## config.mk

```make
export PLATFORM = sky130hd
export DESIGN_NAME = xgmii_xconnect
export DESIGN_NICKNAME = d
export VERILOG_FILES = /design/src/rtl/xgmii_pkg.sv /design/src/rtl/xgmii_frame_tracker.sv /design/src/rtl/xgmii_xconnect.sv
export SDC_FILE = /design/constraint.sdc
export NUM_CORES = 1
export LEC_CHECK = 0
export CAP_MARGIN = 0
export CELL_PAD_IN_SITES_DETAIL_PLACEMENT = 1
export CELL_PAD_IN_SITES_GLOBAL_PLACEMENT = 1
export CORE_AREA = 3 3 332 334
export CTS_BUF_LIST = sky130_fd_sc_hd__clkbuf_16
export DETAILED_ROUTE_END_ITERATION = 6
export DIE_AREA = 0 0 335 337
export PLACE_DENSITY_LB_ADDON = 0.1
export SYNTH_ARGS = -nofsm -noshare
export SYNTH_HDL_FRONTEND = slang
export SYNTH_SLANG_ARGS = --single-unit
```

## constraint.sdc

```tcl
create_clock -name sys_clk -period 5.35 [get_ports sys_clk]
set_clock_uncertainty 0.05 [all_clocks]
set_input_delay 0.8025 -clock sys_clk [delete_from_list [all_inputs] [get_ports sys_clk]]
set_output_delay 0.8025 -clock sys_clk [all_outputs]
set_load 0.03 [all_outputs]
```

## src/rtl/xgmii_pkg.sv

```systemverilog
// xgmii_pkg: shared XGMII control characters, idle/error words and output FSM state
package xgmii_pkg;
  localparam logic [63:0] XGMII_IDLE_D = 64'h0707070707070707;
  localparam logic [7:0]  XGMII_IDLE_C = 8'hFF;
  localparam logic [63:0] XGMII_ERR_D  = 64'hFEFEFEFEFEFEFEFE;
  localparam logic [7:0]  CH_START     = 8'hFB;
  localparam logic [7:0]  CH_TERM      = 8'hFD;
  localparam logic [7:0]  CH_ERR       = 8'hFE;
  localparam logic [7:0]  CH_IDLE      = 8'h07;
  typedef enum logic [1:0] {ST_IDLE, ST_FWD, ST_DRAIN} state_e;
endpackage

```

## src/rtl/xgmii_frame_tracker.sv

```systemverilog
// xgmii_frame_tracker: per-input start/terminate detection and in-frame tracking
module xgmii_frame_tracker
  import xgmii_pkg::*;
(
  input  logic        clk,
  input  logic        rst_n,
  input  logic [63:0] rxd,
  input  logic [7:0]  rxc,
  output logic        start,
  output logic        term,
  output logic        boundary,
  output logic        in_frame_q
);
  logic       start0, start4, in_frame_d;
  logic [7:0] hit;
  always_comb begin
    start0 = rxc[0] && rxd[7:0] == CH_START;
    start4 = rxc[4] && rxd[39:32] == CH_START;
    for (int i = 0; i < 8; i++) hit[i] = rxc[i] && rxd[i*8+:8] == CH_TERM;
    start = start0 || start4;
    term = |hit;
    // a word carrying both only leaves us in-frame when the new frame starts after the old one ends
    in_frame_d = (start && term) ? (start4 && |hit[3:0]) : start ? 1'b1 : term ? 1'b0 : in_frame_q;
    boundary = !in_frame_q && !start;
  end
  always_ff @(posedge clk or negedge rst_n)
    if (!rst_n) in_frame_q <= 1'b0;
    else in_frame_q <= in_frame_d;
endmodule

```

## src/rtl/xgmii_xconnect.sv

```systemverilog
// xgmii_xconnect: N-port XGMII cross-connect switching sources only at frame boundaries
// XCONN_STATS_EN enables per-output frame/abort counters; otherwise they read as zero.
module xgmii_xconnect
  import xgmii_pkg::*;
#(
  parameter int NPORT = 4,
  parameter int SELW  = 3,
  parameter int CNTW  = 32
) (
  input  logic                  sys_clk,
  input  logic                  sys_rst_n,
  input  logic [NPORT*64-1:0]   xgmii_rxd,
  input  logic [NPORT*8-1:0]    xgmii_rxc,
  input  logic [NPORT-1:0]      link_up,
  input  logic [NPORT*SELW-1:0] sel,
  output logic [NPORT*64-1:0]   xgmii_txd,
  output logic [NPORT*8-1:0]    xgmii_txc,
  output logic [NPORT*SELW-1:0] sel_active,
  output logic [NPORT*CNTW-1:0] frame_cnt,
  output logic [NPORT*CNTW-1:0] abort_cnt
);
  localparam int NSRC = 2**SELW;
  localparam logic [SELW-1:0] NP = SELW'(NPORT);
  // source tables padded to every select code so disabled codes read as link-down, never boundary
  logic [63:0]     rxd_a [NSRC];
  logic [7:0]      rxc_a [NSRC];
  logic [NSRC-1:0] start_a, term_a, bnd_a, infr_a, link_a;
  for (genvar i = 0; i < NSRC; i++) begin : g_src
    if (i < NPORT) begin : g_trk
      assign rxd_a[i]  = xgmii_rxd[i*64+:64];
      assign rxc_a[i]  = xgmii_rxc[i*8+:8];
      assign link_a[i] = link_up[i];
      xgmii_frame_tracker u_trk (
        .clk        (sys_clk),
        .rst_n      (sys_rst_n),
        .rxd        (rxd_a[i]),
        .rxc        (rxc_a[i]),
        .start      (start_a[i]),
        .term       (term_a[i]),
        .boundary   (bnd_a[i]),
        .in_frame_q (infr_a[i])
      );
    end else begin : g_nul
      assign rxd_a[i]   = XGMII_IDLE_D;
      assign rxc_a[i]   = XGMII_IDLE_C;
      assign link_a[i]  = 1'b0;
      assign start_a[i] = 1'b0;
      assign term_a[i]  = 1'b0;
      assign bnd_a[i]   = 1'b0;
      assign infr_a[i]  = 1'b0;
    end
  end
`ifndef XCONN_STATS_EN
  logic unused_term;
  assign unused_term = |term_a;
`endif
  for (genvar o = 0; o < NPORT; o++) begin : g_out
    state_e          state_q, state_d;
    logic [SELW-1:0] sel_o, sel_active_q, sel_active_d;
    logic [63:0]     txd_q, txd_d;
    logic [7:0]      txc_q, txc_d;
    logic            go_new, fwd, err;
    assign sel_o  = sel[o*SELW+:SELW];
    assign go_new = sel_o < NP && link_a[sel_o] && bnd_a[sel_o];
    always_ff @(posedge sys_clk or negedge sys_rst_n)
      if (!sys_rst_n) begin
        state_q      <= ST_IDLE;
        sel_active_q <= '1;
        txd_q        <= XGMII_IDLE_D;
        txc_q        <= XGMII_IDLE_C;
      end else begin
        state_q      <= state_d;
        sel_active_q <= sel_active_d;
        txd_q        <= txd_d;
        txc_q        <= txc_d;
      end
    always_comb begin
      state_d = state_q;
      sel_active_d = sel_active_q;
      case (state_q)
        ST_IDLE:
          if (go_new) begin
            state_d = ST_FWD;
            sel_active_d = sel_o;
          end
        ST_FWD:
          if (!link_a[sel_active_q]) begin
            if (infr_a[sel_active_q] || start_a[sel_active_q]) state_d = ST_DRAIN;
            else begin
              state_d = ST_IDLE;
              sel_active_d = '1;
            end
          end else if (sel_o != sel_active_q && bnd_a[sel_active_q]) begin
            if (go_new) sel_active_d = sel_o;
            else begin
              state_d = ST_IDLE;
              sel_active_d = '1;
            end
          end
        ST_DRAIN: begin
          state_d = ST_IDLE;
          sel_active_d = '1;
        end
        default: state_d = ST_IDLE;
      endcase
    end
    always_comb begin
      fwd = state_q == ST_FWD && link_a[sel_active_q] && !(sel_o != sel_active_q && bnd_a[sel_active_q]);
      err = state_q == ST_DRAIN ||
            (state_q == ST_FWD && !link_a[sel_active_q] && (infr_a[sel_active_q] || start_a[sel_active_q]));
      txd_d = fwd ? rxd_a[sel_active_q] : err ? XGMII_ERR_D : XGMII_IDLE_D;
      txc_d = fwd ? rxc_a[sel_active_q] : XGMII_IDLE_C;
    end
    assign xgmii_txd[o*64+:64]        = txd_q;
    assign xgmii_txc[o*8+:8]          = txc_q;
    assign sel_active[o*SELW+:SELW]   = sel_active_q;
`ifdef XCONN_STATS_EN
    logic [CNTW-1:0] frame_cnt_q, frame_cnt_d, abort_cnt_q, abort_cnt_d;
    always_comb begin
      frame_cnt_d = frame_cnt_q + CNTW'(fwd && term_a[sel_active_q]);
      abort_cnt_d = abort_cnt_q + CNTW'(state_q == ST_DRAIN);
    end
    always_ff @(posedge sys_clk or negedge sys_rst_n)
      if (!sys_rst_n) begin
        frame_cnt_q <= '0;
        abort_cnt_q <= '0;
      end else begin
        frame_cnt_q <= frame_cnt_d;
        abort_cnt_q <= abort_cnt_d;
      end
    assign frame_cnt[o*CNTW+:CNTW] = frame_cnt_q;
    assign abort_cnt[o*CNTW+:CNTW] = abort_cnt_q;
`else
    assign frame_cnt[o*CNTW+:CNTW] = '0;
    assign abort_cnt[o*CNTW+:CNTW] = '0;
`endif
  end
endmodule

```

Word level (Yosys, flattened, before mapping). Cells that the tools add are included.

Flip-flop bits (word level): 312. Input bits: 306. Logic and storage cells: 388. Output and inout bits: 556.

Multiplexer cells: 144. Reductions and logical operators: 136. Bitwise gates (word level): 4. Equal/unequal tests: 68. Magnitude comparators: 16.

Operators with widths (count): $mux 64 (16); $bmux 64 s3 (4); $eq 8x8->1 const B (40); $bmux 8 s3 (4); $mux 8 (12); $logic_and 1x1->1 (80); $bmux 1 s3 (24); $mux 3 (20); $mux 2 (20); $mux 1 (36); $ne 3x3->1 const B (12); $pmux 3 s3 (4); $lt 3x4->1 const B (8); $reduce_or 8->1 (4); $reduce_bool 3->1 (8); $ge 4x4->1 const B (4); $logic_not 1->1 (16); $not 3->4 (4); $pmux 2 s2 (4); $reduce_and 4->1 (4); $reduce_or 4->1 (4); $logic_or 1x1->1 (12); $lt 3x3->1 const B (4); $ne 3x3->1 (4); 5 further kinds (20).

Depth between registers and ports, before layout. Gate-level depths: netlist of the first run.

Depth in word-level cells: 12. Mapped depth: 10. Gate-level depth less buffers: 7.

By module. Synthesis of the first run repeated with hierarchy kept, for this count alone.

Cells, all modules: 1781. Area total of the unflattened synthesis: 21804.7 um^2.

Modules (own cells, without submodules): xgmii_xconnect (instances 1, cells an instance 1613, sequential area each 7882.6 um^2, area each 20788.7 um^2); xgmii_frame_tracker (instances 4, cells an instance 42, sequential area each 25.0 um^2, area each 254.0 um^2).

Worst setup path after synthesis of the first run. Ideal clock, no wire load.

Path kind: input to register. From: in xgmii_rxd[0]. To: reg g_out[0].txd_q[47]. Required time: 5.174 ns. Buffers on the path: 3. Setup slack: 2.440 ns. Data arrival time: 2.734 ns. Stages on the path: 10. Library setup time: 0.126 ns. Cell sequence: nand4_2 -> o41ai_4 -> nor2_2 -> mux4_2 -> a21o_1 -> buf_6 -> o21ai_2 -> buf_6 -> buf_12 -> o21ai_2.

Word-level cells in the longest chain between the ends: 11. Elaborated cells between the ends (all ways): 17. Those cells by class: eq/ne: 1; mux: 6; reduce/logical: 10.

RTL lines: start: declaration (line xgmii_xconnect.sv:12) `input logic [NPORT*64-1:0] xgmii_rxd,`; $eq 8x8->1 * (line xgmii_frame_tracker.sv:17) `start0 = rxc[0] && rxd[7:0] == CH_START;`; $logic_and 1x1->1 * (line xgmii_frame_tracker.sv:17); $logic_or 1x1->1 * (line xgmii_frame_tracker.sv:20) `start = start0 || start4;`; $logic_not 1->1 (line xgmii_frame_tracker.sv:24) `boundary = !in_frame_q && !start;`; $logic_and 1x1->1 (line xgmii_frame_tracker.sv:24); $bmux 1 s3 (line xgmii_xconnect.sv:108) `fwd = state_q == ST_FWD && link_a[sel_active_q] && !(sel_o != sel_active_q && bnd_a[sel_active_q]);`; $mux 1 (implied by the code) (line xgmii_xconnect.sv:108); $logic_and 1x1->1 (line xgmii_xconnect.sv:108); $logic_not 1->1 (line xgmii_xconnect.sv:108); $logic_and 1x1->1 (line xgmii_xconnect.sv:108); $mux 64 * (line xgmii_xconnect.sv:111) `txd_d = fwd ? rxd_a[sel_active_q] : err ? XGMII_ERR_D : XGMII_IDLE_D;`; via g_out[0].txd_d[47] (line xgmii_xconnect.sv:60) `logic [63:0] txd_q, txd_d;`; end signal: assignment (line xgmii_xconnect.sv:74) `txd_q <= txd_d;`; end: declaration (line xgmii_xconnect.sv:60).

The timed path passes the listed nets; every way through them passes the cells marked *. The select of a mux whose other input is x is not followed. A chain may end at the register's enable or synchronous reset.

Final worst setup path of the first run.
From: in xgmii_rxd[39]. To: reg g_out[2].txd_q[63].

Word-level cells in the longest chain between the ends: 11. Elaborated cells between the ends (all ways): 17. Those cells by class: eq/ne: 1; mux: 6; reduce/logical: 10.

RTL lines: $eq 8x8->1 * (line xgmii_frame_tracker.sv:18) `start4 = rxc[4] && rxd[39:32] == CH_START;`; $logic_and 1x1->1 * (line xgmii_frame_tracker.sv:18); $logic_or 1x1->1 * (line xgmii_frame_tracker.sv:20); $logic_not 1->1 (line xgmii_frame_tracker.sv:24); $logic_and 1x1->1 (line xgmii_frame_tracker.sv:24); $bmux 1 s3 (line xgmii_xconnect.sv:108); $mux 1 (implied by the code) (line xgmii_xconnect.sv:108); $logic_and 1x1->1 (line xgmii_xconnect.sv:108); $logic_not 1->1 (line xgmii_xconnect.sv:108); $logic_and 1x1->1 (line xgmii_xconnect.sv:108); $mux 64 * (line xgmii_xconnect.sv:111); via g_out[2].txd_d[63] (line xgmii_xconnect.sv:60); end signal: assignment (line xgmii_xconnect.sv:74); end: declaration (line xgmii_xconnect.sv:60).

Marked as above.

==> results of run 1 <==
## state kept, by name, summed over array words and instances, names as in the netlist
name,flops
g_out.txd_q,256
g_src.g_trk.u_trk.in_frame_q,4
g_out.sel_active_q,12
g_out.txc_q,32
g_out.state_q,8
## worst paths after layout
check | to | slack, ps
max | g_out[2].txd_q[63] | 1280
min | g_out[0].txd_q[11] | 170
max reg2reg | g_out[2].sel_active_q[0] | 1540
min reg2reg | g_out[2].sel_active_q[2] | 490
max in group asynchronous | g_out[3].txd_q[22] | 3850
min in group sys_clk | g_out[2].sel_active_q[2] | 490
## power by group through the flow
stage	registers, W	logic (W)	clock network (W)
6_report	0.00387	0.00872	0.00351
5_1_grt	0.00397	0.00937	0.00376
4_1_cts	0.00392	0.00893	0.00365
3_5_place_dp	0.00395	0.00888	0
3_3_place_gp	0.00395	0.00885	0
2_1_floorplan	0.00414	0.00537	0
## kinds of logic after synthesis
family | count (synthesis)
compound gates | 278
xor+xnor | 8
fa+ha+maj | 16
buf+inv | 565
flops | 312
mux | 308
other cells | 1
simple gates | 307
## critical path, delay by kind of cell
kind	cells	cell delay, ps
compound gates	3	1070
mux	1	550
simple gates	3	1020
buf+inv	2	970
## final cells by class
type                            count  area [um^2]
Antenna cell                       12         30.0
Inverter                          193          724
Clock buffer                       50         1250
Fill cell                       11800        76700
Multi-Input combinational cell   1173        11800
Timing Repair Buffer              646         6430
Sequential cell                   312         8010
Tap cell                         1403         1760
Clock inverter                     40          487
## per-stage QoR
step	instance area, um^2	hold slack (ps)	setup WS (ps)	util	total power [W]
3_3_place_gp	28700	486	563	0.268	0.0128
6_report	30500	170	1280	0.284	0.0161
5_1_grt	30400	194	1200	0.284	0.0171
2_1_floorplan	22900	457	2440	-	0.00951
4_1_cts	30400	194	1220	0.284	0.0165
3_5_place_dp	28700	482	559	0.268	0.0128
## cells in the final DEF (no fill, tap or decap), types with 12 or more instances in the layout
cell type	netlist	routed
buf_4	258	36
clkbuf_16	0	50
clkdlybuf4s50_1	0	604
conb_1	1	256
dfrtp_1	172	172
dfstp_2	140	132
diode_2	0	12
ha_1	16	16
inv_1	193	202
mux4_2	293	293
nand2_1	23	23
nand2b_1	30	30
nand3_1	21	21
nand4_1	42	42
nor2_1	27	27
nor3_1	14	14
nor3b_1	16	16
o21a_1	34	34
o21ai_0	103	103
o21ai_1	47	47
o21ai_2	37	33
o31ai_1	13	13
or2_1	43	43
or2_2	29	29
## layer usage
layer / track usage / wire (um) / part of all wire / up-vias
li1: - / - / - / 7286
met1: 0.255 / 47800 / 0.40 / 9443
met2: 0.365 / 61500 / 0.52 / 704
met3: 0.0487 / 7770 / 0.065 / 91
met4: 0.0339 / 1680 / 0.014 / 8
met5: 0 / 55 / 0.00046 / -
==> run_summary.xml, run 1 <==
<?xml version="1.0" encoding="UTF-8"?>
<metrics>
  <group name="status">
    <metric name="outcome" unit="">completed</metric>
  </group>
  <group name="synth">
    <metric name="synth.top_cells.by_count" unit="">293 x mux4_2, 258 x buf_4, 193 x inv_1, 172 x dfrtp_1, 140 x dfstp_2</metric>
    <metric name="synth_area_per_cell" unit="um^2">12.2</metric>
    <metric name="summed_instance_area_of_the_synthesized_netlist" unit="um^2">22000</metric>
    <metric name="synth_mux_area_frac" unit="">0.310</metric>
    <metric name="xor_xnor_cell_area_share_of_the_yosys_netlist" unit="">0.00319</metric>
    <metric name="ys_ff_latch" unit="">312</metric>
    <metric name="ys_dominant_reg_cell" unit="">dfrtp_1</metric>
    <metric name="count_of_flip_flops_with_a_built_in_enable_after_synthesis" unit="">0</metric>
    <metric name="synthMostInstantiatedCell" unit="">mux4_2</metric>
    <metric name="yosys.area.top_type_share" unit="">0.300</metric>
    <metric name="synth_top_family_by_area" unit="">multiplexers</metric>
    <metric name="adder_cell_share_of_the_synthesized_area" unit="">0.00911</metric>
    <metric name="synth_warnings" unit="">0</metric>
    <metric name="synthSimpleGateAreaFrac" unit="">0.0850</metric>
    <metric name="synthCells" unit="">1795</metric>
    <metric name="async_set_or_reset_register_ratio_after_synthesis" unit="">1.00</metric>
    <metric name="synthDominantAreaCellType" unit="">mux4_2</metric>
    <metric name="yosysUniqueCellTypes" unit="">64</metric>
    <metric name="synth-compound-area-share" unit="">0.0823</metric>
    <metric name="synth_sequential_area_ratio" unit="">0.363</metric>
    <metric name="synth_area_leaders" unit="">mux4_2 30%, dfrtp_1 20%, dfstp_2 17%</metric>
  </group>
  <group name="cells_and_area">
    <metric name="area_growth" unit="%">38.6</metric>
    <metric name="layout-drive-gt1-share" unit="">0.263</metric>
    <metric name="finish.cell_count_without_fillers" unit="">3829</metric>
    <metric name="layout.nets" unit="">2696</metric>
  </group>
  <group name="setup_path">
    <metric name="cp-start-kind" unit="">input port</metric>
    <metric name="cpMaxStageDelayCell" unit="">clkdlybuf4s50_1</metric>
    <metric name="critical_path.cell_chain" unit="">clkdlybuf4s50_1 -&gt; nand4_1 -&gt; nor3_1 -&gt; nor2_2 -&gt; mux4_2 -&gt; a21bo_4 -&gt; o21ai_4 -&gt; buf_4 -&gt; o21ai_0</metric>
    <metric name="timing_worst_setup_path_type" unit="">in2reg</metric>
    <metric name="crit_arrival" unit="ps">4460</metric>
    <metric name="largest_incremental_delay_on_the_critical_path" unit="ps">600</metric>
    <metric name="crit_fanout" unit="">27</metric>
    <metric name="worstSetupStartpoint" unit="">xgmii_rxd[39]</metric>
    <metric name="ff2ff_path_depth" unit="">6</metric>
    <metric name="reg2reg_from" unit="">g_out[2].sel_active_q[0]</metric>
    <metric name="critical_path.endpoint_type" unit="">flip-flop</metric>
    <metric name="worst_ep_required_time" unit="ps">5740</metric>
  </group>
  <group name="place">
    <metric name="port_buffers" unit="">605</metric>
    <metric name="gp_routability_congestion" unit="">0.824</metric>
    <metric name="dp.cells" unit="">3727</metric>
    <metric name="detailedPlacementHpwl" unit="mm">89.1</metric>
  </group>
  <group name="die">
    <metric name="core-area" unit="um^2">107000</metric>
    <metric name="initial_standard_cell_utilization_of_the_core" unit="">0.205</metric>
    <metric name="std_cell_rows" unit="">120</metric>
    <metric name="io_pins" unit="">862</metric>
    <metric name="die_height" unit="um">337</metric>
    <metric name="die-width" unit="um">335</metric>
    <metric name="design.die.area" unit="um^2">113000</metric>
  </group>
  <group name="clock_tree">
    <metric name="cts_hold_repair.buffers" unit="">0</metric>
    <metric name="clk_latency" unit="ps">630</metric>
    <metric name="clk_pin_slew_worst_paths" unit="ps">60</metric>
    <metric name="clockBufferDepth" unit="">3</metric>
    <metric name="htree_num_levels" unit="">2</metric>
    <metric name="inserted_clock_buffers" unit="">48</metric>
    <metric name="clockRootBuffer" unit="">clkbuf_16</metric>
    <metric name="postCtsSetupBuffers" unit="">0</metric>
    <metric name="total_of_cells_resized_after_clock_tree_synthesis" unit="">0</metric>
    <metric name="clock_sink_total" unit="">312</metric>
    <metric name="tritoncts_clock_tree" unit="">yes</metric>
  </group>
  <group name="global_route">
    <metric name="grt_overflow_total" unit="">0</metric>
    <metric name="number_of_antenna_violations_at_the_first_check_in_global_routing" unit="">12</metric>
    <metric name="grt_start_max_net_pins" unit="">100</metric>
    <metric name="grt_pass1_wl" unit="mm">163</metric>
    <metric name="grt_use_total" unit="">0.205</metric>
    <metric name="via_count_of_the_first_global_routing_pass" unit="">18800</metric>
  </group>
  <group name="detailed_routing">
    <metric name="vias_per_cell" unit="">4.58</metric>
    <metric name="route.antenna.remaining_nets" unit="">0</metric>
    <metric name="number_of_detailed_route_iterations_in_the_first_pass" unit="">5</metric>
    <metric name="wl" unit="mm">119</metric>
    <metric name="dr_total_vias" unit="">17500</metric>
    <metric name="routedWlPerCell" unit="um">31.0</metric>
    <metric name="drt_drc_violations_left" unit="">0</metric>
    <metric name="drt_iter0_markers" unit="">1020</metric>
  </group>
  <group name="timing">
    <metric name="finalHoldViolations" unit="">0</metric>
    <metric name="tightest_slew" unit="ps">1160</metric>
    <metric name="tns" unit="ps">0</metric>
    <metric name="maxClockFrequency" unit="MHz">245</metric>
    <metric name="setup_viol" unit="">0</metric>
    <metric name="slew-limit-headroom" unit="">0.227</metric>
    <metric name="rsz_0062_raised_after_global_routing" unit="">no</metric>
    <metric name="finalMaxSlewViolations" unit="">0</metric>
    <metric name="fin_crit_sh" unit="">0.761</metric>
    <metric name="finalCriticalPeriod" unit="ps">4070</metric>
  </group>
  <group name="job">
    <metric name="maxCapViolations" unit="">0</metric>
  </group>
  <group name="power">
    <metric name="pwr-share-comb" unit="">0.541</metric>
    <metric name="power_density" unit="nW/um^2">529</metric>
    <metric name="p_int" unit="W">0.00916</metric>
    <metric name="p_sw_frac" unit="">0.431</metric>
    <metric name="clockPowerShare" unit="">0.218</metric>
    <metric name="ir_worst_vdd" unit="mV">0.249</metric>
    <metric name="seq_power_share" unit="">0.240</metric>
    <metric name="total_switching_power" unit="W">0.00695</metric>
    <metric name="total_leakage_power" unit="nW">12.2</metric>
  </group>
  <group name="min_path">
    <metric name="min_delay_worst_type" unit="">in2async</metric>
  </group>
</metrics>
No activity file was read; power rests on OpenSTA's default activity.
==> run 2, diff against run 1 <==
==> constraint.sdc (replaced) <==
create_clock -name sys_clk -period 3.9 [get_ports sys_clk]
set_clock_uncertainty 0.05 [all_clocks]
set_input_delay 0.585 -clock sys_clk [delete_from_list [all_inputs] [get_ports sys_clk]]
set_output_delay 0.585 -clock sys_clk [all_outputs]
set_load 0.03 [all_outputs]
==> run 2 against run 1 <==
  * Via count rose by 0.17%
  * Largest power group unchanged
  * Setup slack worse by 530 ps
  * Total power rose by 38%
  * Critical path depth grew 2
  * Clock power is 30% higher
  * Sequential share of layout area is 0.28 points lower
  * Register-to-register slack worse by 530 ps
  * Sequential cell count is the same
  * Core utilization increased by 0.30 points
  * Die area stayed put
==> run_summary.xml, run 2 (synthesized netlist as in run 1, its figures left out) <==
<?xml version="1.0" encoding="UTF-8"?>
<metrics>
  <group name="clock_tree">
    <metric name="cts_hold_repair.buffers" unit="">1</metric>
    <metric name="htree_num_levels" unit="">2</metric>
    <metric name="clk_pin_slew_worst_paths" unit="ps">60</metric>
    <metric name="inserted_clock_buffers" unit="">46</metric>
    <metric name="clockRootBuffer" unit="">clkbuf_16</metric>
    <metric name="clock_sink_total" unit="">312</metric>
    <metric name="total_of_cells_resized_after_clock_tree_synthesis" unit="">0</metric>
    <metric name="clk_latency" unit="ps">620</metric>
    <metric name="clockBufferDepth" unit="">3</metric>
    <metric name="postCtsSetupBuffers" unit="">0</metric>
    <metric name="tritoncts_clock_tree" unit="">yes</metric>
  </group>
  <group name="die">
    <metric name="std_cell_rows" unit="">120</metric>
    <metric name="design.die.area" unit="um^2">113000</metric>
    <metric name="initial_standard_cell_utilization_of_the_core" unit="">0.205</metric>
    <metric name="die-width" unit="um">335</metric>
    <metric name="die_height" unit="um">337</metric>
    <metric name="io_pins" unit="">862</metric>
    <metric name="core-area" unit="um^2">107000</metric>
  </group>
  <group name="setup_path">
    <metric name="crit_arrival" unit="ps">3620</metric>
    <metric name="cpMaxStageDelayCell" unit="">clkdlybuf4s50_1</metric>
    <metric name="largest_incremental_delay_on_the_critical_path" unit="ps">640</metric>
    <metric name="worst_ep_required_time" unit="ps">4370</metric>
    <metric name="reg2reg_slack" unit="ps">1010</metric>
    <metric name="critical_path.endpoint_type" unit="">flip-flop</metric>
    <metric name="timing_worst_setup_path_type" unit="">in2reg</metric>
    <metric name="critical_path.cell_chain" unit="">clkdlybuf4s50_1 -&gt; nand4_1 -&gt; nor3_1 -&gt; buf_4 -&gt; nor2_2 -&gt; mux4_2 -&gt; a21bo_4 -&gt; o21ai_4 -&gt; buf_4 -&gt; o21ai_0 -&gt; buf_4</metric>
    <metric name="cp-start-kind" unit="">input port</metric>
    <metric name="crit_fanout" unit="">6</metric>
    <metric name="timing.critical_path.mode_cell" unit="">buf_4</metric>
  </group>
  <group name="timing">
    <metric name="finalCriticalPeriod" unit="ps">3160</metric>
    <metric name="tns" unit="ps">0</metric>
    <metric name="timing.hold.ws" unit="ps">501</metric>
    <metric name="tightest_slew" unit="ps">1040</metric>
    <metric name="finalMaxSlewViolations" unit="">0</metric>
    <metric name="maxClockFrequency" unit="MHz">317</metric>
    <metric name="postLayoutSetupSlackWorst" unit="ps">744</metric>
    <metric name="slew-limit-headroom" unit="">0.307</metric>
    <metric name="rsz_0062_raised_after_global_routing" unit="">no</metric>
    <metric name="setup_viol" unit="">0</metric>
    <metric name="fin_crit_sh" unit="">0.809</metric>
    <metric name="finalHoldViolations" unit="">0</metric>
  </group>
  <group name="status">
    <metric name="outcome" unit="">completed</metric>
  </group>
  <group name="global_route">
    <metric name="number_of_antenna_violations_at_the_first_check_in_global_routing" unit="">19</metric>
    <metric name="grt_pass1_wl" unit="mm">164</metric>
    <metric name="grt_overflow_total" unit="">0</metric>
    <metric name="via_count_of_the_first_global_routing_pass" unit="">19000</metric>
    <metric name="grt_start_max_net_pins" unit="">69</metric>
    <metric name="grt_use_total" unit="">0.207</metric>
  </group>
  <group name="job">
    <metric name="maxCapViolations" unit="">0</metric>
  </group>
  <group name="cells_and_area">
    <metric name="area_growth" unit="%">40.0</metric>
    <metric name="registers.top_by_ff_count" unit="">g_out.txd_q</metric>
    <metric name="layout.nets" unit="">2727</metric>
    <metric name="largest_register_ff_count" unit="">256</metric>
    <metric name="layout-drive-gt1-share" unit="">0.270</metric>
    <metric name="reg.largest.list" unit="">g_out.txd_q (256), g_out.txc_q (32), g_out.sel_active_q (12)</metric>
    <metric name="layout.cells.most_common" unit="">clkdlybuf4s50_1</metric>
    <metric name="most-common-layout-cells" unit="">604 x clkdlybuf4s50_1, 293 x mux4_2, 256 x conb_1</metric>
    <metric name="finish.cell_count_without_fillers" unit="">3854</metric>
  </group>
  <group name="place">
    <metric name="port_buffers" unit="">605</metric>
    <metric name="detailedPlacementHpwl" unit="mm">90.1</metric>
    <metric name="dp.cells" unit="">3759</metric>
    <metric name="place_ws" unit="ps">96.6</metric>
    <metric name="gp_routability_congestion" unit="">0.821</metric>
  </group>
  <group name="detailed_routing">
    <metric name="routedWlPerCell" unit="um">31.3</metric>
    <metric name="drt_drc_violations_left" unit="">0</metric>
    <metric name="route.antenna.remaining_nets" unit="">0</metric>
    <metric name="number_of_detailed_route_iterations_in_the_first_pass" unit="">5</metric>
    <metric name="drt_iter0_markers" unit="">1009</metric>
    <metric name="dr_total_vias" unit="">17600</metric>
    <metric name="vias_per_cell" unit="">4.56</metric>
    <metric name="wl" unit="mm">121</metric>
  </group>
  <group name="power">
    <metric name="power_density" unit="nW/um^2">720</metric>
    <metric name="total_leakage_power" unit="nW">12.4</metric>
    <metric name="ir_worst_vdd" unit="mV">0.430</metric>
    <metric name="totalPowerFinal" unit="W">0.0222</metric>
  </group>
  <group name="min_path">
    <metric name="min_delay_worst_type" unit="">reg2reg</metric>
  </group>
</metrics>
## run 2: cell types whose count changed in the layout (fill, tap and decap cells not counted), moves of 3 or more
cell	before	now
buf_4	36	53
buf_12	5	20
clkinv_1	6	11
diode_2	12	8
clkinv_4	4	0
bufinv_16	10	7
## run 2: layout make-up
cell class / instances / area [um^2]
Fill cell: 11900 / 76400
Multi-Input combinational cell: 1173 / 11800
Sequential cell: 312 / 8010
Timing Repair Buffer: 679 / 6870
Tap cell: 1403 / 1760
Clock buffer: 51 / 1280
Inverter: 193 / 724
Clock inverter: 35 / 357
Antenna cell: 8 / 20.0
## run 2: path summary, 6_finish.rpt
| path | startpoint | end | cells past startpoint |
|---|---|---|---|
| min | g_out[0].sel_active_q[2] | g_out[0].sel_active_q[2] | 2 |
| max reg2reg | g_out[3].sel_active_q[0] | g_out[3].sel_active_q[1] | 6 |
| min reg2reg | g_out[0].sel_active_q[2] | g_out[0].sel_active_q[2] | 2 |
| max | xgmii_rxd[39] | g_out[1].txd_q[30] | 11 |
| min in group asynchronous | sys_rst_n | g_src[1].g_trk.u_trk.in_frame_q | 2 |
| max in group asynchronous | sys_rst_n | g_out[2].txd_q[40] | 3 |
## run 2: stage by stage
step                area [um^2]   util
floorplan                 22900      -
global placement          29100  0.272
detailed placement        29100  0.272
CTS                       30800  0.287
global route              30800  0.287
finish                    30800  0.287
## run 2: per-layer routing
layer / vias to the layer above / GRT usage / share of wire
li1: 7321 / - / -
met1: 9418 / 0.260 / 0.41
met2: 685 / 0.364 / 0.51
met3: 126 / 0.0465 / 0.062
met4: 12 / 0.0452 / 0.020
met5: - / 0 / 0.00065
## run 2: critical path, delay by kind of cell
family | cells | cell delay, ps
simple gates | 3 | 730
mux | 1 | 530
compound gates | 3 | 570
buf+inv | 4 | 1180
## run 2: report_power, final
part           leakage (nW)  switching [W]  internal, W
Combinational          7.79        0.00695      0.00556
Sequential             3.80       0.000868      0.00423
Clock                 0.817        0.00176      0.00280
